### config.mk
export PLATFORM = sky130hd
export DESIGN_NAME = permutation_sequencer
export DESIGN_NICKNAME = d
export VERILOG_FILES = /design/src/rtl/permutation_sequencer.sv
export SDC_FILE = /design/constraint.sdc
export NUM_CORES = 1
export LEC_CHECK = 0
export CORE_AREA = 2 2 378 380
export CTS_CLUSTER_DIAMETER = 40
export DETAILED_ROUTE_END_ITERATION = 10
export DIE_AREA = 0 0 380 382
export GPL_ROUTABILITY_DRIVEN = 0
export PLACE_DENSITY_LB_ADDON = 0.1
export SYNTH_ARGS = -nofsm -noshare
export SYNTH_HDL_FRONTEND = slang
export SYNTH_SLANG_ARGS = --single-unit
### constraint.sdc
create_clock -name clock_i -period 4 [get_ports clock_i]
set_input_delay 0.8 -clock clock_i [delete_from_list [all_inputs] [get_ports clock_i]]
set_output_delay 0.8 -clock clock_i [all_outputs]
set_load 0.005 [all_outputs]
### src/rtl/permutation_sequencer.sv
// rtl/permutation_sequencer.sv - Ascon permutation state register, round counter and p12/p6 sequencing FSM.
// Optional macro PERM_ABORT_EN adds abort_i to cancel a running permutation.
module permutation_sequencer #(
  parameter int NB_ROUNDS_A = 12,
  parameter int NB_ROUNDS_B = 6
) (
  input  logic         clock_i,
  input  logic         resetb_i,
  input  logic         start_i,
  input  logic         mode_i,
`ifdef PERM_ABORT_EN
  input  logic         abort_i,
`endif
  input  logic [319:0] state_i,
  input  logic [319:0] diff_i,
  output logic [319:0] state_o,
  output logic [3:0]   round_o,
  output logic         busy_o,
  output logic         done_o
);

  localparam logic [3:0] FIRST_A = 4'd0;
  localparam logic [3:0] FIRST_B = 4'(NB_ROUNDS_A - NB_ROUNDS_B);
  localparam logic [3:0] LAST    = 4'(NB_ROUNDS_A - 1);

  typedef enum logic {S_IDLE, S_RUN} fsm_e;

  fsm_e         fsm_q;
  logic [319:0] state_q;
  logic [3:0]   round_q;
  logic [3:0]   round_d;
  logic         done_q;
  logic         abort_w;

`ifdef PERM_ABORT_EN
  assign abort_w = abort_i;
`else
  assign abort_w = 1'b0;
`endif

  assign round_d = round_q + 4'd1;

  // The diffusion result is captured on every RUN edge, including the abort
  // edge, so an aborted run leaves the last completed round in state_q.
  always_ff @(posedge clock_i) begin
    if (!resetb_i) begin
      fsm_q   <= S_IDLE;
      state_q <= '0;
      round_q <= '0;
      done_q  <= 1'b0;
    end else begin
      done_q <= 1'b0;
      case (fsm_q)
        S_IDLE: begin
          if (start_i) begin
            state_q <= state_i;
            round_q <= mode_i ? FIRST_B : FIRST_A;
            fsm_q   <= S_RUN;
          end
        end
        S_RUN: begin
          state_q <= diff_i;
          if (abort_w) begin
            round_q <= '0;
            fsm_q   <= S_IDLE;
          end else if (round_q == LAST) begin
            round_q <= '0;
            fsm_q   <= S_IDLE;
            done_q  <= 1'b1;
          end else begin
            round_q <= round_d;
          end
        end
        default: fsm_q <= S_IDLE;
      endcase
    end
  end

  assign state_o = state_q;
  assign round_o = round_q;
  assign busy_o  = (fsm_q == S_RUN);
  assign done_o  = done_q;

endmodule

==> results of run 1 <==
==> placed cells by master (no fill, tap or decap) <==
cell type,Yosys,final
sky130_fd_sc_hd__a41oi_1,1,1
sky130_fd_sc_hd__buf_12,0,10
sky130_fd_sc_hd__a31oi_1,2,2
sky130_fd_sc_hd__nand3_1,1,1
sky130_fd_sc_hd__dfxtp_1,326,325
sky130_fd_sc_hd__clkdlybuf4s50_1,0,967
sky130_fd_sc_hd__nand2_1,320,320
sky130_fd_sc_hd__nand2b_1,2,2
sky130_fd_sc_hd__clkinv_8,0,1
sky130_fd_sc_hd__nor2_1,1,1
sky130_fd_sc_hd__buf_4,36,21
sky130_fd_sc_hd__inv_6,0,2
sky130_fd_sc_hd__o21a_1,1,1
sky130_fd_sc_hd__and2_1,320,320
sky130_fd_sc_hd__inv_16,0,1
sky130_fd_sc_hd__and4_1,1,1
sky130_fd_sc_hd__clkbuf_8,0,36
sky130_fd_sc_hd__clkbuf_1,87,31
sky130_fd_sc_hd__a21oi_1,3,3
sky130_fd_sc_hd__nor2b_1,1,1
sky130_fd_sc_hd__diode_2,0,10
sky130_fd_sc_hd__o211a_1,1,1
sky130_fd_sc_hd__buf_8,0,1
sky130_fd_sc_hd__nor3b_1,2,2
sky130_fd_sc_hd__dfxtp_4,0,1
sky130_fd_sc_hd__o21ai_1,325,325
sky130_fd_sc_hd__mux2i_1,321,321
sky130_fd_sc_hd__inv_1,2,2
sky130_fd_sc_hd__clkbuf_16,0,108
sky130_fd_sc_hd__clkinv_2,0,15
sky130_fd_sc_hd__clkinv_16,0,2
sky130_fd_sc_hd__ha_1,1,1
==> flip-flops by register name, summed over array words and instances (netlist names) <==
register and count:
busy_o 1, done_o 1, round_o 4, state_o 320
==> worst register-to-register path, cell delays in order, from the launching register on <==
cell                      delay (ns)
sky130_fd_sc_hd__dfxtp_4        0.59
sky130_fd_sc_hd__buf_12         0.31
sky130_fd_sc_hd__buf_4          0.55
sky130_fd_sc_hd__nand2_1        0.24
sky130_fd_sc_hd__o21ai_1        0.14
sky130_fd_sc_hd__and2_1         0.14
==> power by group <==
part | total [uW] | internal (uW) | switching [uW]
clock | 8040 | 5520 | 2520
combinational | 2220 | 1370 | 851
sequential | 3650 | 3510 | 142
==> kinds of logic (layout without fill, tap and decap cells) <==
logic type / after synthesis / count (layout)
muxes: 321 / 321
DFF: 326 / 326
other: 0 / 10
adders and majority gates: 1 / 1
buffers and inverters: 146 / 1197
and+or+nand+nor: 648 / 648
AOI/OAI and AO/OA: 333 / 333
==> final timing paths <==
check / to / start / slack (ns)
setup / recovery: busy_o / busy_o$_SDFF_PN0_ / 1.30
hold / removal: busy_o$_SDFF_PN0_ / round_o[3]$_SDFFE_PN0P_ / 0.56
setup reg to reg: state_o[154]$_SDFFE_PN0P_ / busy_o$_SDFF_PN0_ / 1.97
hold reg to reg: busy_o$_SDFF_PN0_ / round_o[3]$_SDFFE_PN0P_ / 0.56
==> metal layers <==
layer	track usage, %	vias up	part of all wire [%]
met5	0	-	0.22
met1	12.1	7411	37
met3	5.09	166	8.9
met4	5.32	30	2.9
met2	21.1	629	51
li1	-	7928	-
==> stage by stage <==
step	instance area, um2	utilization, %	hold WS [ns]
after detailed placement	27100	19.3	0.541
after global routing	30600	21.7	0.614
after global placement	27100	19.3	0.529
after CTS	30600	21.7	0.552
final	30600	21.7	0.563
after floorplan	15400	-	0.497
==> area by class of cell <==
cell class              count  area, um2  area share [%]
well taps                1890       2360            7.72
diodes                     10       25.0          0.0817
multi-input cells        1303       8160            26.6
inverters                   2       7.51          0.0245
clock buffers             174       3300            10.8
clock inverters            21        189           0.617
flip-flops and latches    326       6530            21.3
repair buffers           1000      10100            32.8
==> impl_metrics.prom, run 1 <==
# TYPE chip_impl_metric gauge
chip_impl_info{name="status",value="finished, final reports clean"} 1
chip_impl_info{name="cts-root-buf",value="sky130_fd_sc_hd__clkbuf_16"} 1
chip_impl_metric{name="report.final.hold_viol_count",unit=""} 0
chip_impl_metric{name="worst-path-stages",unit=""} 1
chip_impl_metric{name="pin_count_of_the_biggest_net_entering_global_routing",unit=""} 141
chip_impl_metric{name="timing.critical_path.buf_inv",unit=""} 1
chip_impl_metric{name="clkTransAtPathRegs",unit="ns"} 0.04
chip_impl_metric{name="h-tree-depth",unit=""} 3
chip_impl_metric{name="via_per_instance_ratio",unit=""} 3.42
chip_impl_metric{name="io_buffer_count",unit=""} 969
chip_impl_metric{name="count_of_non_filler_cells_in_the_finished_layout",unit=""} 4726
chip_impl_metric{name="count_of_instances_resized_after_the_clock_tree_is_built",unit=""} 0
chip_impl_metric{name="crit_path_max_incr_delay",unit="ns"} 0.63
chip_impl_metric{name="crit_path_max_fanout",unit=""} 24
chip_impl_metric{name="ff2ff_path_depth",unit=""} 5
chip_impl_metric{name="worst_slew_pin_slew",unit="ns"} 0.915
chip_impl_metric{name="timing.setup.tns",unit="ns"} 0
chip_impl_metric{name="dp.cells",unit=""} 4521
chip_impl_metric{name="tritoncts_num_sinks",unit=""} 326
chip_impl_info{name="type_of_destination_of_the_critical_path",value="output pin"} 1
chip_impl_info{name="tritoncts",value="built"} 1
chip_impl_metric{name="grt_pass1_vias",unit=""} 17100
chip_impl_metric{name="finalCritPeriodShare",unit="%"} 67.6
chip_impl_metric{name="synth_enable_flop_cells",unit=""} 0
chip_impl_info{name="timing.hold.worst.class",value="reg2reg"} 1
chip_impl_metric{name="crit_required",unit="ns"} 3.20
chip_impl_metric{name="critPathArrivalTime",unit="ns"} 1.90
chip_impl_metric{name="yosysTopAreaCellShare",unit="%"} 42.4
chip_impl_metric{name="wl_per_cell",unit="um"} 19.0
chip_impl_metric{name="nNetsFinal",unit=""} 3386
chip_impl_info{name="synth_top_cells_by_count",value="sky130_fd_sc_hd__dfxtp_1 (326), sky130_fd_sc_hd__o21ai_1 (325), sky130_fd_sc_hd__mux2i_1 (321)"} 1
chip_impl_metric{name="track_usage",unit="%"} 11.9
chip_impl_metric{name="cts_max_path_buffers",unit=""} 3
chip_impl_info{name="netlist_top_cells_area",value="sky130_fd_sc_hd__dfxtp_1 (42%), sky130_fd_sc_hd__mux2i_1 (21%), sky130_fd_sc_hd__and2_1 (13%)"} 1
chip_impl_info{name="post-synth-top-count-cell",value="sky130_fd_sc_hd__dfxtp_1"} 1
chip_impl_metric{name="wirelength",unit="um"} 89800
chip_impl_metric{name="fraction_of_the_mapped_netlist_area_in_compound_gates",unit="%"} 10.9
chip_impl_metric{name="power.density_cell_area",unit="nW/um2"} 454
chip_impl_metric{name="detail_route.iter0.violations",unit=""} 514
chip_impl_info{name="critical_path.startpoint_type",value="flip-flop"} 1
chip_impl_metric{name="synth-async-reset-ratio",unit="%"} 0
chip_impl_metric{name="post_synth_xor_area_fraction",unit="%"} 0
chip_impl_info{name="critical_path.cell_chain",value="clkdlybuf4s50_1"} 1
chip_impl_metric{name="first_pass_grt_wire_length",unit="um"} 125000
chip_impl_metric{name="syn-num-nets",unit=""} 2420
chip_impl_metric{name="core.rowCount",unit=""} 138
chip_impl_metric{name="drv_cap",unit=""} 0
chip_impl_metric{name="clock_latency",unit="ns"} 0.71
chip_impl_metric{name="post_route_cells_drive_above_1_share",unit="%"} 7.01
chip_impl_metric{name="detailroute.via_count",unit=""} 16200
chip_impl_metric{name="post_cts_hold_buffer_count",unit=""} 0
chip_impl_metric{name="ir_drop",unit="uV"} 274
chip_impl_metric{name="postSynthCellCount",unit=""} 1775
chip_impl_metric{name="initial_core_util",unit="%"} 10.9
chip_impl_metric{name="post-cts-setup-buffer-count",unit=""} 0
chip_impl_metric{name="synth_fa_ha_area_share",unit="%"} 0.0813
chip_impl_metric{name="worst_clock_skew",unit="ns"} 0.0277
chip_impl_metric{name="synth_area",unit="um2"} 15400
chip_impl_metric{name="total_power",unit="uW"} 13900
chip_impl_info{name="grt_setup_unrepaired",value="no"} 1
chip_impl_metric{name="grt_overflow",unit=""} 0
chip_impl_metric{name="leakagePower",unit="uW"} 0.0121
chip_impl_metric{name="layout_min_cycle_time",unit="ns"} 2.70
chip_impl_metric{name="io_pins",unit=""} 970
chip_impl_metric{name="place_ws",unit="ns"} 1.54
chip_impl_info{name="critPathTopFamily",value="buffers and inverters"} 1
chip_impl_metric{name="ant_nets",unit=""} 0
chip_impl_metric{name="die_h",unit="um"} 382
chip_impl_metric{name="setup_ws",unit="ns"} 1.30
chip_impl_metric{name="drc_errors",unit=""} 0
chip_impl_metric{name="grt_antenna_before_repair",unit=""} 25
chip_impl_info{name="synth_area_leader_cell",value="sky130_fd_sc_hd__dfxtp_1"} 1
chip_impl_metric{name="die_outline_width",unit="um"} 380
chip_impl_metric{name="area_overhead_vs_synth",unit="%"} 99.1
chip_impl_metric{name="final.fill_count",unit=""} 15600
chip_impl_metric{name="yosys.cell_types.count",unit=""} 23
chip_impl_metric{name="report.final.slew_viol_count",unit=""} 0
chip_impl_metric{name="min_path_cells",unit=""} 1
chip_impl_metric{name="postSynthRegisterBits",unit=""} 326
chip_impl_metric{name="num_cts_buffers",unit=""} 108
chip_impl_metric{name="pre_repair_dr_iteration_count",unit=""} 5
chip_impl_info{name="path_class",value="reg2out"} 1
chip_impl_metric{name="synth-seq-area-share",unit="%"} 42.4
chip_impl_info{name="cpMaxStageDelayCell",value="sky130_fd_sc_hd__clkdlybuf4s50_1"} 1
chip_impl_metric{name="mean_instance_size_in_the_synthesized_netlist",unit="um2"} 8.67
chip_impl_metric{name="floorplan.die_area",unit="um2"} 145000
chip_impl_metric{name="max_slew_margin",unit="%"} 39.0
chip_impl_metric{name="yosys.area_share.simple",unit="%"} 21.1
chip_impl_metric{name="detailedPlacementHpwl",unit="um"} 68500
chip_impl_metric{name="max_freq",unit="GHz"} 0.370
chip_impl_metric{name="synthMuxAreaShare",unit="%"} 20.9
chip_impl_metric{name="synthesis.yosys.warnings",unit=""} 0
chip_impl_info{name="postSynth.topFlopCell",value="sky130_fd_sc_hd__dfxtp_1"} 1
chip_impl_info{name="synth_top_family_by_area",value="simple AND/OR/NAND/NOR gates"} 1
chip_impl_metric{name="placeableCoreArea",unit="um2"} 141000
chip_impl_metric{name="setup_violations",unit=""} 0
No activity file was read; power rests on OpenSTA's default activity.
==> inputs of run 2 (changes only) <==
Clock period 4 ns to 2.85 ns, I/O delays scaled along.
==> run 2 against run 1 <==
Worst setup slack got worse by 0.81 ns. Via count is 0.54% lower. Sequential power grew 41%. Critical endpoint unchanged. Highest routed layer unchanged.
==> impl_metrics.prom, run 2 (same netlist as run 1, synthesis figures left out) <==
# TYPE chip_impl_metric gauge
chip_impl_metric{name="placeableCoreArea",unit="um2"} 141000
chip_impl_metric{name="first_pass_grt_wire_length",unit="um"} 125000
chip_impl_metric{name="die_h",unit="um"} 382
chip_impl_metric{name="die_outline_width",unit="um"} 380
chip_impl_metric{name="core.rowCount",unit=""} 138
chip_impl_metric{name="final.fill_count",unit=""} 15500
chip_impl_info{name="cts-root-buf",value="sky130_fd_sc_hd__clkbuf_16"} 1
chip_impl_info{name="layout.cells.most_common",value="sky130_fd_sc_hd__clkdlybuf4s50_1"} 1
chip_impl_info{name="status",value="finished, final reports clean"} 1
chip_impl_info{name="critPathTopFamily",value="buffers and inverters"} 1
chip_impl_metric{name="internal_power",unit="uW"} 15000
chip_impl_metric{name="power.density_cell_area",unit="nW/um2"} 641
chip_impl_info{name="cpMaxStageDelayCell",value="sky130_fd_sc_hd__clkdlybuf4s50_1"} 1
chip_impl_metric{name="post_route_cells_drive_above_1_share",unit="%"} 7.53
chip_impl_metric{name="detailroute.via_count",unit=""} 16100
chip_impl_metric{name="grt_antenna_before_repair",unit=""} 27
chip_impl_metric{name="crit_path_max_incr_delay",unit="ns"} 0.59
chip_impl_metric{name="leakagePower",unit="uW"} 0.0122
chip_impl_metric{name="track_usage",unit="%"} 11.8
chip_impl_metric{name="ir_drop",unit="uV"} 398
chip_impl_metric{name="seq_power_share",unit="%"} 25.8
chip_impl_metric{name="wirelength",unit="um"} 89400
chip_impl_metric{name="total_power",unit="uW"} 19900
chip_impl_metric{name="wl_per_cell",unit="um"} 18.8
chip_impl_metric{name="area_overhead_vs_synth",unit="%"} 101
chip_impl_info{name="path_class",value="reg2out"} 1
chip_impl_metric{name="max_freq",unit="GHz"} 0.422
chip_impl_metric{name="report.final.hold_viol_count",unit=""} 0
chip_impl_metric{name="report.final.slew_viol_count",unit=""} 0
chip_impl_metric{name="io_pins",unit=""} 970
chip_impl_metric{name="setup_violations",unit=""} 0
chip_impl_info{name="type_of_destination_of_the_critical_path",value="output pin"} 1
chip_impl_info{name="final_cell_mix",value="sky130_fd_sc_hd__clkdlybuf4s50_1 (967), sky130_fd_sc_hd__o21ai_1 (325), sky130_fd_sc_hd__dfxtp_1 (325), sky130_fd_sc_hd__mux2i_1 (321)"} 1
chip_impl_metric{name="worst_clock_skew",unit="ns"} 0.0326
chip_impl_metric{name="drc_errors",unit=""} 0
chip_impl_metric{name="floorplan.die_area",unit="um2"} 145000
chip_impl_info{name="critical_path.startpoint_type",value="flip-flop"} 1
chip_impl_metric{name="initial_core_util",unit="%"} 10.9
chip_impl_metric{name="clock_latency",unit="ns"} 0.69
chip_impl_metric{name="detail_route.iter0.violations",unit=""} 519
chip_impl_metric{name="drv_cap",unit=""} 0
chip_impl_metric{name="layout_min_cycle_time",unit="ns"} 2.37
chip_impl_metric{name="comb_power_share",unit="%"} 15.8
chip_impl_metric{name="critPathArrivalTime",unit="ns"} 1.80
chip_impl_metric{name="num_cts_buffers",unit=""} 108
chip_impl_metric{name="ant_nets",unit=""} 0
chip_impl_metric{name="grt_overflow",unit=""} 0
chip_impl_metric{name="clkTransAtPathRegs",unit="ns"} 0.04
chip_impl_metric{name="tritoncts_num_sinks",unit=""} 326
chip_impl_info{name="grt_setup_unrepaired",value="no"} 1
chip_impl_metric{name="switching_share",unit="%"} 24.7
chip_impl_metric{name="cts_max_path_buffers",unit=""} 3
chip_impl_metric{name="largest_register_ffs",unit=""} 320
chip_impl_info{name="timing.hold.worst.class",value="in2reg"} 1
chip_impl_info{name="critical_path.cell_chain",value="clkdlybuf4s50_1"} 1
chip_impl_metric{name="pre_repair_dr_iteration_count",unit=""} 4
chip_impl_metric{name="h-tree-depth",unit=""} 3
chip_impl_metric{name="finalCritPeriodShare",unit="%"} 83.1
chip_impl_metric{name="count_of_instances_resized_after_the_clock_tree_is_built",unit=""} 0
chip_impl_metric{name="grt_pass1_vias",unit=""} 17200
chip_impl_metric{name="crit_path_max_fanout",unit=""} 19
chip_impl_metric{name="crit_required",unit="ns"} 2.28
chip_impl_metric{name="layout.cell_area.non_filler",unit="um2"} 31000
chip_impl_metric{name="power.share.clock",unit="%"} 58.3
chip_impl_metric{name="nNetsFinal",unit=""} 3399
chip_impl_metric{name="via_per_instance_ratio",unit=""} 3.39
chip_impl_metric{name="post_cts_hold_buffer_count",unit=""} 0
chip_impl_metric{name="total_switching_power",unit="uW"} 4910
chip_impl_metric{name="placement.cell_area",unit="um2"} 27400
chip_impl_metric{name="detailedPlacementHpwl",unit="um"} 69200
chip_impl_metric{name="timing.critical_path.buf_inv",unit=""} 1
chip_impl_metric{name="worst_slew_pin_slew",unit="ns"} 0.612
chip_impl_metric{name="post-cts-setup-buffer-count",unit=""} 0
chip_impl_metric{name="timing.setup.tns",unit="ns"} 0
chip_impl_metric{name="pin_count_of_the_biggest_net_entering_global_routing",unit=""} 87
chip_impl_info{name="tritoncts",value="built"} 1
chip_impl_metric{name="io_buffer_count",unit=""} 969
chip_impl_metric{name="max_slew_margin",unit="%"} 59.2
-- run 2: cell count changes in the layout (fill, tap and decap cells not counted) --
cell	change
sky130_fd_sc_hd__clkbuf_8	+3
sky130_fd_sc_hd__inv_6	-2
sky130_fd_sc_hd__clkinv_2	-2
sky130_fd_sc_hd__buf_12	+10
sky130_fd_sc_hd__buf_4	+3
sky130_fd_sc_hd__clkbuf_16	+3
sky130_fd_sc_hd__diode_2	+2
sky130_fd_sc_hd__bufinv_16	+1
-- run 2: layer usage --
metal,up-vias,routed length [um],GRT usage [%]
met3,157,7700,4.81
met2,611,46300,21.5
met5,-,150,0
met1,7345,32700,11.9
met4,26,2610,5.01
li1,7938,-,-
-- run 2: path summary, 6_finish.rpt --
path	startpoint	slack (ns)	cells after the start	end
max reg2reg	busy_o$_SDFF_PN0_	1.09	4	state_o[107]$_SDFFE_PN0P_
min reg2reg	round_o[3]$_SDFFE_PN0P_	0.54	1	busy_o$_SDFF_PN0_
min	start_i	0.49	4	state_o[0]$_SDFFE_PN0P_
max	busy_o$_SDFF_PN0_	0.48	1	busy_o
-- run 2: per-stage QoR --
stage	util, %	hold slack, ns	cells	setup slack, ns
floorplan	-	0.497	1775	1.29
global placement	19.4	0.524	4534	0.763
detailed placement	19.4	0.540	4534	0.772
CTS	22.0	0.386	4732	0.263
global route	22.0	0.448	4744	0.208
finish	22.0	0.485	4744	0.481
-- run 2: area by class of cell --
cell class	instances	area, um2	area share, %
inverters	2	7.51	0.0242
clock buffers	180	3420	11.0
clock inverters	18	191	0.618
repair buffers	1013	10300	33.2
multi-input cells	1303	8160	26.3
flip-flops and latches	326	6530	21.1
well taps	1890	2360	7.63
diodes	12	30.0	0.0969
-- run 2: tightest hold or removal path, stage by stage --
cell and delay (ns):
sky130_fd_sc_hd__buf_8 0.17, sky130_fd_sc_hd__mux2i_1 0.16, sky130_fd_sc_hd__o21ai_1 0.10, sky130_fd_sc_hd__and2_1 0.12
-- run 2: power by group through the flow --
stage,clock network (uW),registers (uW),logic (uW)
global placement,0,5200,3210
detailed placement,0,5210,3210
floorplan,0,5200,1120
CTS,12000,5140,3230
finish,11600,5130,3150
global route,12200,5170,3430
